==> src/rtl/uart_program_loader.sv <==
// rtl/uart_program_loader.sv - UART (8N1) boot loader that streams a program into instruction memory
//
// Purpose: after a start pulse, receives a 16-bit little-endian word count N
// followed by N little-endian 32-bit words over uart_rx, and writes each word
// into instruction memory at consecutive word addresses starting at 0. The CPU
// is held in reset (cpu_hold) for the whole load.
//
// Ports:
//   clk         system clock
//   rst         synchronous, active-high reset
//   start       one-cycle pulse that begins a load (ignored while busy)
//   uart_rx     asynchronous serial input, idles high
//   imem_we     one-cycle instruction memory write strobe
//   imem_addr   byte address of the write (word aligned)
//   imem_wdata  instruction word being written
//   busy        load in progress
//   done        load completed successfully (sticky until next start)
//   err         load aborted (sticky until next start)
//   cpu_hold    copy of busy, drives the core's reset

module uart_program_loader #(
  parameter int CLK_FREQ = 100000000,
  parameter int BAUD     = 115200,
  parameter int ADDR_W   = 14
) (
  input  logic              clk,
  input  logic              rst,
  input  logic              start,
  input  logic              uart_rx,
  output logic              imem_we,
  output logic [ADDR_W-1:0] imem_addr,
  output logic [31:0]       imem_wdata,
  output logic              busy,
  output logic              done,
  output logic              err,
  output logic              cpu_hold
);

  localparam int DIV   = CLK_FREQ / BAUD;
  localparam int HALF  = (DIV / 2 > 0) ? DIV / 2 : 1;
  localparam int CNT_W = (DIV > 1) ? $clog2(DIV + 1) : 1;
  // Largest word count that fits in the memory without wrapping the address.
  localparam logic [16:0] MAX_WORDS = 17'(2 ** (ADDR_W - 2));

  typedef enum logic [1:0] {RX_IDLE, RX_START, RX_DATA, RX_STOP} rx_state_t;
  typedef enum logic [2:0] {IDLE, LEN0, LEN1, DATA, WRITE, DONE, ERR} state_t;

  state_t    state;
  rx_state_t rx_state;

  // ---------------------------------------------------------------------
  // Input synchronizer plus one extra stage for falling-edge detection
  // ---------------------------------------------------------------------
  logic rx_meta, rx_sync, rx_prev;

  always_ff @(posedge clk) begin
    if (rst) begin
      rx_meta <= 1'b1;
      rx_sync <= 1'b1;
      rx_prev <= 1'b1;
    end else begin
      rx_meta <= uart_rx;
      rx_sync <= rx_meta;
      rx_prev <= rx_sync;
    end
  end

  // ---------------------------------------------------------------------
  // UART receiver
  // ---------------------------------------------------------------------
  logic [CNT_W-1:0] rx_cnt;
  logic [2:0]       rx_bit;
  logic [7:0]       rx_shift;
  logic             byte_valid;
  logic             framing_err;
  logic [7:0]       byte_data;
  logic             rx_en;

  assign rx_en     = (state == LEN0) || (state == LEN1) || (state == DATA);
  // rx_shift is only updated in RX_DATA, so it is stable while byte_valid is high.
  assign byte_data = rx_shift;

  always_ff @(posedge clk) begin
    byte_valid  <= 1'b0;
    framing_err <= 1'b0;
    if (rst) begin
      rx_state <= RX_IDLE;
      rx_cnt   <= '0;
      rx_bit   <= '0;
      rx_shift <= '0;
    end else if (!rx_en) begin
      rx_state <= RX_IDLE;
      rx_cnt   <= '0;
      rx_bit   <= '0;
    end else begin
      case (rx_state)
        RX_IDLE: begin
          rx_cnt <= '0;
          if (rx_prev && !rx_sync) rx_state <= RX_START;
        end
        RX_START: begin
          // Re-check the line half a bit later to reject glitches.
          if (rx_cnt == CNT_W'(HALF - 1)) begin
            rx_cnt   <= '0;
            rx_bit   <= '0;
            rx_state <= rx_sync ? RX_IDLE : RX_DATA;
          end else begin
            rx_cnt <= rx_cnt + 1'b1;
          end
        end
        RX_DATA: begin
          if (rx_cnt == CNT_W'(DIV - 1)) begin
            rx_cnt   <= '0;
            rx_shift <= {rx_sync, rx_shift[7:1]};
            rx_bit   <= rx_bit + 1'b1;
            if (rx_bit == 3'd7) rx_state <= RX_STOP;
          end else begin
            rx_cnt <= rx_cnt + 1'b1;
          end
        end
        RX_STOP: begin
          if (rx_cnt == CNT_W'(DIV - 1)) begin
            rx_cnt   <= '0;
            rx_state <= RX_IDLE;
            if (rx_sync) byte_valid  <= 1'b1;
            else         framing_err <= 1'b1;
          end else begin
            rx_cnt <= rx_cnt + 1'b1;
          end
        end
        default: rx_state <= RX_IDLE;
      endcase
    end
  end

  // ---------------------------------------------------------------------
  // Load sequencer
  // ---------------------------------------------------------------------
  logic [7:0]  len_lo;
  logic [15:0] word_cnt;
  logic [1:0]  byte_idx;
  logic [15:0] len_word;

  assign len_word = {byte_data, len_lo};

  always_ff @(posedge clk) begin
    if (rst) begin
      state      <= IDLE;
      imem_we    <= 1'b0;
      imem_addr  <= '0;
      imem_wdata <= '0;
      busy       <= 1'b0;
      cpu_hold   <= 1'b0;
      done       <= 1'b0;
      err        <= 1'b0;
      len_lo     <= '0;
      word_cnt   <= '0;
      byte_idx   <= '0;
    end else begin
      imem_we <= 1'b0;
      case (state)
        IDLE, DONE, ERR: begin
          if (start) begin
            done      <= 1'b0;
            err       <= 1'b0;
            imem_addr <= '0;
            busy      <= 1'b1;
            cpu_hold  <= 1'b1;
            state     <= LEN0;
          end
        end
        LEN0: begin
          if (framing_err) begin
            state <= ERR; busy <= 1'b0; cpu_hold <= 1'b0; err <= 1'b1;
          end else if (byte_valid) begin
            len_lo <= byte_data;
            state  <= LEN1;
          end
        end
        LEN1: begin
          if (framing_err) begin
            state <= ERR; busy <= 1'b0; cpu_hold <= 1'b0; err <= 1'b1;
          end else if (byte_valid) begin
            if (len_word == 16'd0) begin
              state <= DONE; busy <= 1'b0; cpu_hold <= 1'b0; done <= 1'b1;
            end else if ({1'b0, len_word} > MAX_WORDS) begin
              state <= ERR; busy <= 1'b0; cpu_hold <= 1'b0; err <= 1'b1;
            end else begin
              word_cnt <= len_word;
              byte_idx <= '0;
              state    <= DATA;
            end
          end
        end
        DATA: begin
          if (framing_err) begin
            state <= ERR; busy <= 1'b0; cpu_hold <= 1'b0; err <= 1'b1;
          end else if (byte_valid) begin
            imem_wdata[{byte_idx, 3'b000} +: 8] <= byte_data;
            byte_idx <= byte_idx + 1'b1;
            if (byte_idx == 2'd3) begin
              imem_we <= 1'b1;
              state   <= WRITE;
            end
          end
        end
        WRITE: begin
          word_cnt <= word_cnt - 1'b1;
          if (word_cnt == 16'd1) begin
            // Last word: leave the address on it so it never steps past the
            // top of memory on a full-size load.
            state <= DONE; busy <= 1'b0; cpu_hold <= 1'b0; done <= 1'b1;
          end else begin
            imem_addr <= imem_addr + ADDR_W'(4);
            state     <= DATA;
          end
        end
        default: state <= IDLE;
      endcase
    end
  end

endmodule

==> config.mk <==
export PLATFORM = sky130hd
export DESIGN_NAME = uart_program_loader
export DESIGN_NICKNAME = d
export VERILOG_FILES = /design/src/rtl/uart_program_loader.sv
export SDC_FILE = /design/constraint.sdc
export NUM_CORES = 1
export LEC_CHECK = 0
export ABC_AREA = 1
export CELL_PAD_IN_SITES_DETAIL_PLACEMENT = 0
export CELL_PAD_IN_SITES_GLOBAL_PLACEMENT = 2
export CORE_ASPECT_RATIO = 1.25
export CORE_MARGIN = 2
export CORE_UTILIZATION = 34
export CTS_CLUSTER_DIAMETER = 50
export DETAILED_ROUTE_END_ITERATION = 10
export PLACE_DENSITY = 0.86
export SETUP_SLACK_MARGIN = 0.4
export SLEW_MARGIN = 20
export SYNTH_ARGS = -nofsm -noshare
export SYNTH_HDL_FRONTEND = slang
export SYNTH_SLANG_ARGS = --single-unit
==> constraint.sdc <==
create_clock -name clk -period 2.5 [get_ports clk]
set_input_delay 0.75 -clock clk [delete_from_list [all_inputs] [get_ports clk]]
set_output_delay 0.75 -clock clk [all_outputs]
set_load 0.01 [all_outputs]
==> impl_results.html, run 1 <==
<table>
<tr><th>Metric</th><th>Value</th></tr>
<tr><th colspan="2">Final layout</th></tr>
<tr><td>Final Cell Area</td><td>6320 um2</td></tr>
<tr><td>Area taken by flip-flops and latches</td><td>2110 um2</td></tr>
<tr><td>Number of antenna diodes</td><td>0</td></tr>
<tr><td>Filler instances</td><td>1659</td></tr>
<tr><td>Commonest cells after routing, fill and taps aside</td><td>sky130_fd_sc_hd__nand2_1, sky130_fd_sc_hd__nor2_1, sky130_fd_sc_hd__dfxtp_1</td></tr>
<tr><td>Final-stage net count</td><td>865</td></tr>
<tr><td>Share of cells above drive strength 1</td><td>6.57%</td></tr>
<tr><td>Share of the core filled with cells in the final layout</td><td>40.7%</td></tr>
<tr><td>Most common cell after layout, fill and taps aside</td><td>sky130_fd_sc_hd__nand2_1</td></tr>
<tr><td>Area used by multi-input combinational logic</td><td>2790 um2</td></tr>
<tr><td>Area added between synthesis and finish</td><td>18.3%</td></tr>
<tr><th colspan="2">Timing</th></tr>
<tr><td>Worst max-slew margin expressed relative to the limit</td><td>56.6%</td></tr>
<tr><td>Worst slew pin tran</td><td>0.646 ns</td></tr>
<tr><td>Maximum clock frequency</td><td>491 MHz</td></tr>
<tr><td>Final setup viols</td><td>0</td></tr>
<tr><td>Fraction of the cycle the final worst path needs</td><td>81.5%</td></tr>
<tr><td>Tmin final</td><td>2.04 ns</td></tr>
<tr><td>Setup repair after global routing missed its margin</td><td>no</td></tr>
<tr><td>Total count of hold-check failures in the final report</td><td>0</td></tr>
<tr><td>Final TNS setup</td><td>0 ns</td></tr>
<tr><td>Final setup skew</td><td>0.00474 ns</td></tr>
<tr><td>Final count of pins violating max slew</td><td>0</td></tr>
<tr><th colspan="2">Synth</th></tr>
<tr><td>Post-synthesis instance area</td><td>5340 um2</td></tr>
<tr><td>Cell type contributing the most total cell area after synthesis</td><td>sky130_fd_sc_hd__dfxtp_1</td></tr>
<tr><td>Mean instance size in the synthesized netlist</td><td>6.63 um2</td></tr>
<tr><td>Synth Register Bits</td><td>105</td></tr>
<tr><td>Warnings, synthesis</td><td>0</td></tr>
<tr><td>Sequential-to-total area share from yosys stat</td><td>39.4%</td></tr>
<tr><td>Count of cell types in the netlist</td><td>38</td></tr>
<tr><td>Top cell type's share of synthesized area</td><td>39.4%</td></tr>
<tr><td>Mapped Cells</td><td>805</td></tr>
<tr><td>Leading post-synthesis cells by cell area</td><td>sky130_fd_sc_hd__dfxtp_1, sky130_fd_sc_hd__nand2_1, sky130_fd_sc_hd__nor2_1</td></tr>
<tr><th colspan="2">Global routing</th></tr>
<tr><td>Vias in the first global route</td><td>4934</td></tr>
<tr><td>Number of antenna violations at the first check in global routing</td><td>0</td></tr>
<tr><td>Total track usage</td><td>18.1%</td></tr>
<tr><td>Met3 global-route usage</td><td>2.85%</td></tr>
<tr><td>First-pass GRT wire length</td><td>23.9 mm</td></tr>
<tr><td>M2 GR Usage</td><td>32.3%</td></tr>
<tr><td>Congestion Overflow GR</td><td>0</td></tr>
<tr><td>Largest net degree at the start of global routing</td><td>34</td></tr>
<tr><td>Most used routing layer</td><td>met2</td></tr>
<tr><td>Met1 Use GR</td><td>21.8%</td></tr>
<tr><th colspan="2">Drt</th></tr>
<tr><td>Antenna-violating nets left</td><td>0</td></tr>
<tr><td>Remaining routing DRC violations</td><td>0</td></tr>
<tr><td>Via total after detailed routing</td><td>5104</td></tr>
<tr><td>Detailed Route Iter0 Violations</td><td>273</td></tr>
<tr><td>Vias per cell</td><td>4.80</td></tr>
<tr><td>Routed len/inst</td><td>13.4 um</td></tr>
<tr><td>Post-Route WL</td><td>14.2 mm</td></tr>
<tr><td>1st-pass router iterations</td><td>5</td></tr>
<tr><th colspan="2">Job</th></tr>
<tr><td>Number of max-cap violations</td><td>0</td></tr>
<tr><th colspan="2">Hold path</th></tr>
<tr><td>HP Class</td><td>reg -&gt; reg</td></tr>
<tr><td>Hold EP</td><td>rx_sync</td></tr>
<tr><td>Beginning of the worst hold path</td><td>rx_meta</td></tr>
<tr><td>Hold-critical path depth</td><td>1</td></tr>
<tr><th colspan="2">Power</th></tr>
<tr><td>Proportion of total power due to net switching</td><td>40.1%</td></tr>
<tr><td>Internal portion of total power</td><td>0.00310 W</td></tr>
<tr><td>Pwr dens</td><td>821 nW/um2</td></tr>
<tr><td>Leakage power</td><td>2.45 nW</td></tr>
<tr><td>Combinational power share</td><td>36.4%</td></tr>
<tr><td>Reg power frac</td><td>37.4%</td></tr>
<tr><td>Relative contribution of the clock network to total power</td><td>26.2%</td></tr>
<tr><td>VDD IR max</td><td>0.327 mV</td></tr>
<tr><td>Sw Pwr</td><td>0.00208 W</td></tr>
<tr><th colspan="2">Setup path</th></tr>
<tr><td>Startpoint class of the critical path</td><td>flop</td></tr>
<tr><td>Worst reg-to-reg path cell count</td><td>10</td></tr>
<tr><td>Critical path, cell by cell</td><td>clkdlybuf4s50_1</td></tr>
<tr><td>Setup CP Type</td><td>reg -&gt; out</td></tr>
<tr><td>Critical path peak fanout</td><td>2</td></tr>
<tr><td>Crit. End Element</td><td>output pin</td></tr>
<tr><td>Data arrival, critical path</td><td>1.29 ns</td></tr>
<tr><td>Number of gates on the worst path with buffers counted</td><td>1</td></tr>
<tr><td>Count of buffer and inverter cells on the critical path</td><td>1</td></tr>
<tr><td>Maximum single-stage delay on the critical path</td><td>0.56 ns</td></tr>
<tr><td>Largest delay contributor family on the critical path</td><td>buffers and inverters</td></tr>
<tr><td>Reg2reg end</td><td>imem_wdata[19]</td></tr>
<tr><td>Slowest-stage cell, CP</td><td>sky130_fd_sc_hd__clkdlybuf4s50_1</td></tr>
<tr><td>Crit Reg-Reg Startpoint</td><td>byte_idx[1]</td></tr>
<tr><td>Register-to-register setup slack</td><td>0.64 ns</td></tr>
<tr><td>Critical Path RT</td><td>1.75 ns</td></tr>
<tr><th colspan="2">Floorplanning</th></tr>
<tr><td>Num rows</td><td>51</td></tr>
<tr><td>Core outline area</td><td>15500 um2</td></tr>
<tr><td>Die area</td><td>16700 um2</td></tr>
<tr><td>Horizontal die dimension</td><td>116 um</td></tr>
<tr><td>Starting density of the core</td><td>34.4%</td></tr>
<tr><td>Chip height</td><td>144 um</td></tr>
<tr><td>Number of top-level pins</td><td>55</td></tr>
<tr><th colspan="2">Clocking</th></tr>
<tr><td>Inserted Clock Buffers</td><td>9</td></tr>
<tr><td>Cts-stage hold buffer count</td><td>0</td></tr>
<tr><td>Buffer type at the clock tree root</td><td>sky130_fd_sc_hd__clkbuf_16</td></tr>
<tr><td>TritonCTS clock tree</td><td>built</td></tr>
<tr><td>Count of buffers added by post-CTS timing repair for setup</td><td>0</td></tr>
<tr><td>Maximum number of buffers from clock root to sink</td><td>2</td></tr>
<tr><td>H-tree levels</td><td>3</td></tr>
<tr><td>Clock insertion delay at the later pin of the skew report</td><td>0.35 ns</td></tr>
<tr><td>Resized Gates After CTS</td><td>4</td></tr>
<tr><td>Clock-pin slew on the worst setup and hold paths</td><td>0.07 ns</td></tr>
<tr><td>TritonCTS sink count</td><td>105</td></tr>
<tr><th colspan="2">Place</th></tr>
<tr><td>Global placer's final weighted congestion</td><td>0.849</td></tr>
<tr><td>Buffers on Ports</td><td>52</td></tr>
<tr><td>Total placed instance area</td><td>6030 um2</td></tr>
<tr><td>Post-DP HPWL</td><td>10.7 mm</td></tr>
<tr><th colspan="2">Run status</th></tr>
<tr><td>Status</td><td>complete, no violations</td></tr>
</table>
[power groups by stage]
stage | logic, W | registers (W) | clock network [W]
finish | 0.00189 | 0.00194 | 0.00136
global route | 0.00221 | 0.00196 | 0.00147
CTS | 0.00190 | 0.00194 | 0.00140
detailed placement | 0.00189 | 0.00197 | 0
global placement | 0.00189 | 0.00197 | 0
floorplan | 0.00148 | 0.00195 | 0
[worst max-delay path by stage]
stage	from	to	slack (ns)
4_1_cts	imem_addr[6]	imem_addr[6]	0.42
3_3_place_gp	start	imem_addr[7]	0.28
3_5_place_dp	start	imem_addr[7]	0.26
6_report	imem_wdata[16]	imem_wdata[16]	0.46
2_1_floorplan	byte_idx[0]	imem_wdata[16]	0.84
5_1_grt	imem_addr[12]	imem_addr[12]	0.40
[synthesized netlist by cell type, drive strengths merged]
library cell	count
nand2	190
nor2	145
dfxtp	105
a21oi	80
inv	78
nand3	63
o21ai	51
nor3	18
buf	16
clkbuf	13
ha	13
nand4	9
xor2	4
nor3b	3
or2	3
xnor2	3
nand3b	2
nor4	2
o21bai	2
a22oi	1
clkinv	1
conb	1
o211ai	1
o22ai	1
[cell type report]
type	instances	area share (%)
Sequential cell	105	33.4
Inverter	79	4.69
Clock inverter	6	0.812
Timing Repair Buffer	60	9.15
Clock buffer	9	3.57
Tap cell	212	4.20
Multi-Input combinational cell	593	44.2
[metal layers]
metal	wire [um]	part of all wire [%]
met1	6490	46
met2	7120	50
met3	322	2.3
met4	302	2.1
met5	0	0
[kinds of logic after synthesis]
kind of cell / Yosys count / synth area share [%]
adders and majority gates: 13 / 3.05
other: 1 / 0.0702
AOI/OAI and AO/OA: 136 / 13.0
buffers and inverters: 108 / 8.48
and+or+nand+nor: 435 / 34.9
xor gates and xnor gates: 7 / 1.15
DFF: 105 / 39.4
[stage by stage]
step / power (W) / setup slack [ns] / hold slack, ns / std cells
after CTS: 0.00524 / 0.417 / 0.416 / 1064
final: 0.00518 / 0.462 / 0.415 / 1064
after global routing: 0.00563 / 0.403 / 0.440 / 1064
after global placement: 0.00386 / 0.278 / 0.398 / 1049
after floorplan: 0.00343 / 0.839 / 0.389 / 806
after detailed placement: 0.00387 / 0.260 / 0.399 / 1049
[registers in the layout (all words and copies together), names as in the netlist, 2 cells and up]
| name | count |
|---|---|
| imem_addr | 12 |
| rx_bit | 3 |
| byte_data | 8 |
| rx_cnt | 10 |
| imem_wdata | 32 |
| rx_state | 2 |
| len_lo | 8 |
| word_cnt | 16 |
| byte_idx | 2 |
| state | 3 |
Note: power is estimated with default switching activity, not from simulation.
==> run 2, diff against run 1 <==
--- a/config.mk
+++ b/config.mk
@@ -10,10 +10,10 @@
 export CELL_PAD_IN_SITES_GLOBAL_PLACEMENT = 2
 export CORE_ASPECT_RATIO = 1.25
 export CORE_MARGIN = 2
-export CORE_UTILIZATION = 34
+export CORE_UTILIZATION = 28
 export CTS_CLUSTER_DIAMETER = 50
 export DETAILED_ROUTE_END_ITERATION = 10
-export PLACE_DENSITY = 0.86
+export PLACE_DENSITY = 0.76
 export SETUP_SLACK_MARGIN = 0.4
 export SLEW_MARGIN = 20
 export SYNTH_ARGS = -nofsm -noshare
==> constraint.sdc (replaced) <==
create_clock -name clk -period 1.7 [get_ports clk]
set_input_delay 0.51 -clock clk [delete_from_list [all_inputs] [get_ports clk]]
set_output_delay 0.51 -clock clk [all_outputs]
set_load 0.01 [all_outputs]
==> run 2 against run 1 <==
Against the previous run:
- total power up 100%
- sequential power rose by 47%
- combinational power rose to 2.8 times the previous value
- sequential share of layout area fell by 8.4 points
- cell area grew 41%
- critical endpoint is now rx_state[0]
- clock skew is 0.0066 ns higher
==> impl_results.html, run 2 (same netlist as run 1, synthesis figures left out) <==
<table>
<tr><th>Metric</th><th>Value</th></tr>
<tr><th colspan="2">Run status</th></tr>
<tr><td>Status</td><td>complete, no violations</td></tr>
<tr><th colspan="2">Timing</th></tr>
<tr><td>Setup repair after global routing missed its margin</td><td>yes</td></tr>
<tr><td>Fraction of the cycle the final worst path needs</td><td>91.9%</td></tr>
<tr><td>Final setup viols</td><td>0 (unchanged)</td></tr>
<tr><td>Total count of hold-check failures in the final report</td><td>0 (unchanged)</td></tr>
<tr><td>Final count of pins violating max slew</td><td>0 (unchanged)</td></tr>
<tr><td>Final TNS setup</td><td>0 ns (unchanged)</td></tr>
<tr><td>Maximum clock frequency</td><td>640 MHz</td></tr>
<tr><td>Tmin final</td><td>1.56 ns</td></tr>
<tr><td>Final setup skew</td><td>0.0114 ns (+0.00661 ns)</td></tr>
<tr><th colspan="2">Place</th></tr>
<tr><td>Post-DP HPWL</td><td>11.2 mm (+4.9%)</td></tr>
<tr><td>Global placer's final weighted congestion</td><td>0.835 (-1.6%)</td></tr>
<tr><td>Total placed instance area</td><td>6570 um2 (+9.1%)</td></tr>
<tr><td>Buffers on Ports</td><td>52 (unchanged)</td></tr>
<tr><th colspan="2">Hold path</th></tr>
<tr><td>HP Class</td><td>reg -&gt; reg</td></tr>
<tr><th colspan="2">Power</th></tr>
<tr><td>Pwr dens</td><td>1170 nW/um2 (+42%)</td></tr>
<tr><td>VDD IR max</td><td>0.549 mV (+68%)</td></tr>
<tr><td>Leakage power</td><td>3.61 nW (+48%)</td></tr>
<tr><th colspan="2">Final layout</th></tr>
<tr><td>Commonest cells after routing, fill and taps aside</td><td>sky130_fd_sc_hd__nand2_1, sky130_fd_sc_hd__nor2_1, sky130_fd_sc_hd__buf_4</td></tr>
<tr><td>Final-stage net count</td><td>989 (+14%)</td></tr>
<tr><td>Area used by multi-input combinational logic</td><td>3980 um2 (+43%)</td></tr>
<tr><td>Area added between synthesis and finish</td><td>67.2%</td></tr>
<tr><td>Most common cell after layout, fill and taps aside</td><td>sky130_fd_sc_hd__nand2_1</td></tr>
<tr><td>Final Cell Area</td><td>8930 um2 (+41%)</td></tr>
<tr><td>Filler instances</td><td>1854 (+12%)</td></tr>
<tr><td>Share of the core filled with cells in the final layout</td><td>47.7% (+7.0 points)</td></tr>
<tr><td>Number of antenna diodes</td><td>0 (unchanged)</td></tr>
<tr><td>Area taken by flip-flops and latches</td><td>2230 um2 (+5.6%)</td></tr>
<tr><td>Biggest regs</td><td>imem_wdata: 32 flops, word_cnt: 16 flops, imem_addr: 12 flops</td></tr>
<tr><td>Share of cells above drive strength 1</td><td>52.6% (+46 points)</td></tr>
<tr><td>Most flops, register</td><td>imem_wdata</td></tr>
<tr><td>Number of flip-flops in the largest register</td><td>32 (unchanged)</td></tr>
<tr><th colspan="2">Drt</th></tr>
<tr><td>Antenna-violating nets left</td><td>0 (unchanged)</td></tr>
<tr><td>Post-Route WL</td><td>17.3 mm (+21%)</td></tr>
<tr><td>Routed len/inst</td><td>14.3 um (+6.8%)</td></tr>
<tr><td>1st-pass router iterations</td><td>6 (+1)</td></tr>
<tr><td>Remaining routing DRC violations</td><td>0 (unchanged)</td></tr>
<tr><td>Detailed Route Iter0 Violations</td><td>206 (-25%)</td></tr>
<tr><td>Via total after detailed routing</td><td>5810 (+14%)</td></tr>
<tr><td>Vias per cell</td><td>4.81 (+0.18%)</td></tr>
<tr><th colspan="2">Clocking</th></tr>
<tr><td>TritonCTS clock tree</td><td>built</td></tr>
<tr><td>Inserted Clock Buffers</td><td>9 (unchanged)</td></tr>
<tr><td>Cts-stage hold buffer count</td><td>0 (unchanged)</td></tr>
<tr><td>TritonCTS sink count</td><td>105 (unchanged)</td></tr>
<tr><td>Buffer type at the clock tree root</td><td>sky130_fd_sc_hd__clkbuf_16</td></tr>
<tr><td>Maximum number of buffers from clock root to sink</td><td>2 (unchanged)</td></tr>
<tr><td>Clock-pin slew on the worst setup and hold paths</td><td>0.07 ns (about the same)</td></tr>
<tr><td>Clock insertion delay at the later pin of the skew report</td><td>0.35 ns (about the same)</td></tr>
<tr><td>H-tree levels</td><td>3 (unchanged)</td></tr>
<tr><th colspan="2">Global routing</th></tr>
<tr><td>First-pass GRT wire length</td><td>27.0 mm (+13%)</td></tr>
<tr><td>Congestion Overflow GR</td><td>0 (unchanged)</td></tr>
<tr><td>Total track usage</td><td>16.6% (-1.6 points)</td></tr>
<tr><td>Vias in the first global route</td><td>5688 (+15%)</td></tr>
<tr><td>Number of antenna violations at the first check in global routing</td><td>0 (unchanged)</td></tr>
<tr><td>Largest net degree at the start of global routing</td><td>37 (+8.8%)</td></tr>
<tr><th colspan="2">Floorplanning</th></tr>
<tr><td>Starting density of the core</td><td>28.5% (-5.9 points)</td></tr>
<tr><td>Die area</td><td>20200 um2 (+21%)</td></tr>
<tr><td>Num rows</td><td>56 (+9.8%)</td></tr>
<tr><td>Horizontal die dimension</td><td>128 um (+9.8%)</td></tr>
<tr><td>Core outline area</td><td>18700 um2 (+21%)</td></tr>
<tr><td>Number of top-level pins</td><td>55 (unchanged)</td></tr>
<tr><td>Chip height</td><td>158 um (+9.9%)</td></tr>
<tr><th colspan="2">Setup path</th></tr>
<tr><td>Data arrival, critical path</td><td>1.82 ns (+0.53 ns)</td></tr>
<tr><td>Critical path peak fanout</td><td>7 (+5)</td></tr>
<tr><td>Startpoint class of the critical path</td><td>flop</td></tr>
<tr><td>Critical Path RT</td><td>1.96 ns (+0.21 ns)</td></tr>
<tr><td>Crit. End Element</td><td>flop</td></tr>
<tr><td>Setup CP Type</td><td>reg -&gt; reg</td></tr>
<tr><th colspan="2">Job</th></tr>
<tr><td>Number of max-cap violations</td><td>0 (unchanged)</td></tr>
</table>
-- run 2: where the power goes --
part	total [W]	internal, W	switching [W]
clock	0.00220	0.00117	0.00103
combinational	0.00535	0.00231	0.00304
sequential	0.00286	0.00266	0.000198
-- run 2: worst paths after layout --
kind	start	endpoint	slack (ns)	cells after the start
min reg2reg	rx_meta	rx_sync	0.42	1
max	state[1]	rx_state[0]	0.14	8
max reg2reg	state[1]	rx_state[0]	0.14	8
min	rx_meta	rx_sync	0.42	1
-- run 2: cell type report --
class / instances / area share, %
clock buffers: 9 / 2.52
clock inverters: 7 / 0.953
inverters: 79 / 3.77
multi-input cells: 596 / 44.6
flip-flops and latches: 105 / 25.0
well taps: 232 / 3.25
repair buffers: 181 / 19.9
-- run 2: metrics by stage --
stage               setup slack (ns)  std cells  power, W  hold slack, ns
floorplan                      0.293        806   0.00529           0.389
global placement             -0.0474       1108   0.00628           0.395
detailed placement           -0.0884       1108   0.00631           0.402
CTS                            0.176       1180   0.00981           0.420
global route                  0.0242       1209    0.0111           0.435
finish                         0.138       1209    0.0104           0.419
-- run 2: per-layer routing --
layer | global-route usage [%] | wire length (um) | vias up | part of all wire (%)
met2 | 30.9 | 9250 | 88 | 54
met4 | 6.75 | 491 | 0 | 2.8
li1 | - | - | 2945 | -
met3 | 2.76 | 373 | 32 | 2.2
met5 | 0 | 0 | - | 0
met1 | 18.7 | 7160 | 2745 | 41
-- run 2: timing repair --
item                       in CTS  in global routing
setup endpoints to repair     142                150
cloned                          5                  2
setup buffers                  51                 27
pin swaps                      79                 66
gates resized for setup       477                164
-- run 2: critical path, cell delays in order (launching register included) --
cell,delay (ns)
sky130_fd_sc_hd__dfxtp_4,0.42
sky130_fd_sc_hd__nor2_4,0.06
sky130_fd_sc_hd__nor2_4,0.11
sky130_fd_sc_hd__inv_4,0.06
sky130_fd_sc_hd__buf_4,0.13
sky130_fd_sc_hd__buf_4,0.13
sky130_fd_sc_hd__nor2_4,0.19
sky130_fd_sc_hd__inv_1,0.14
sky130_fd_sc_hd__nor3b_1,0.23
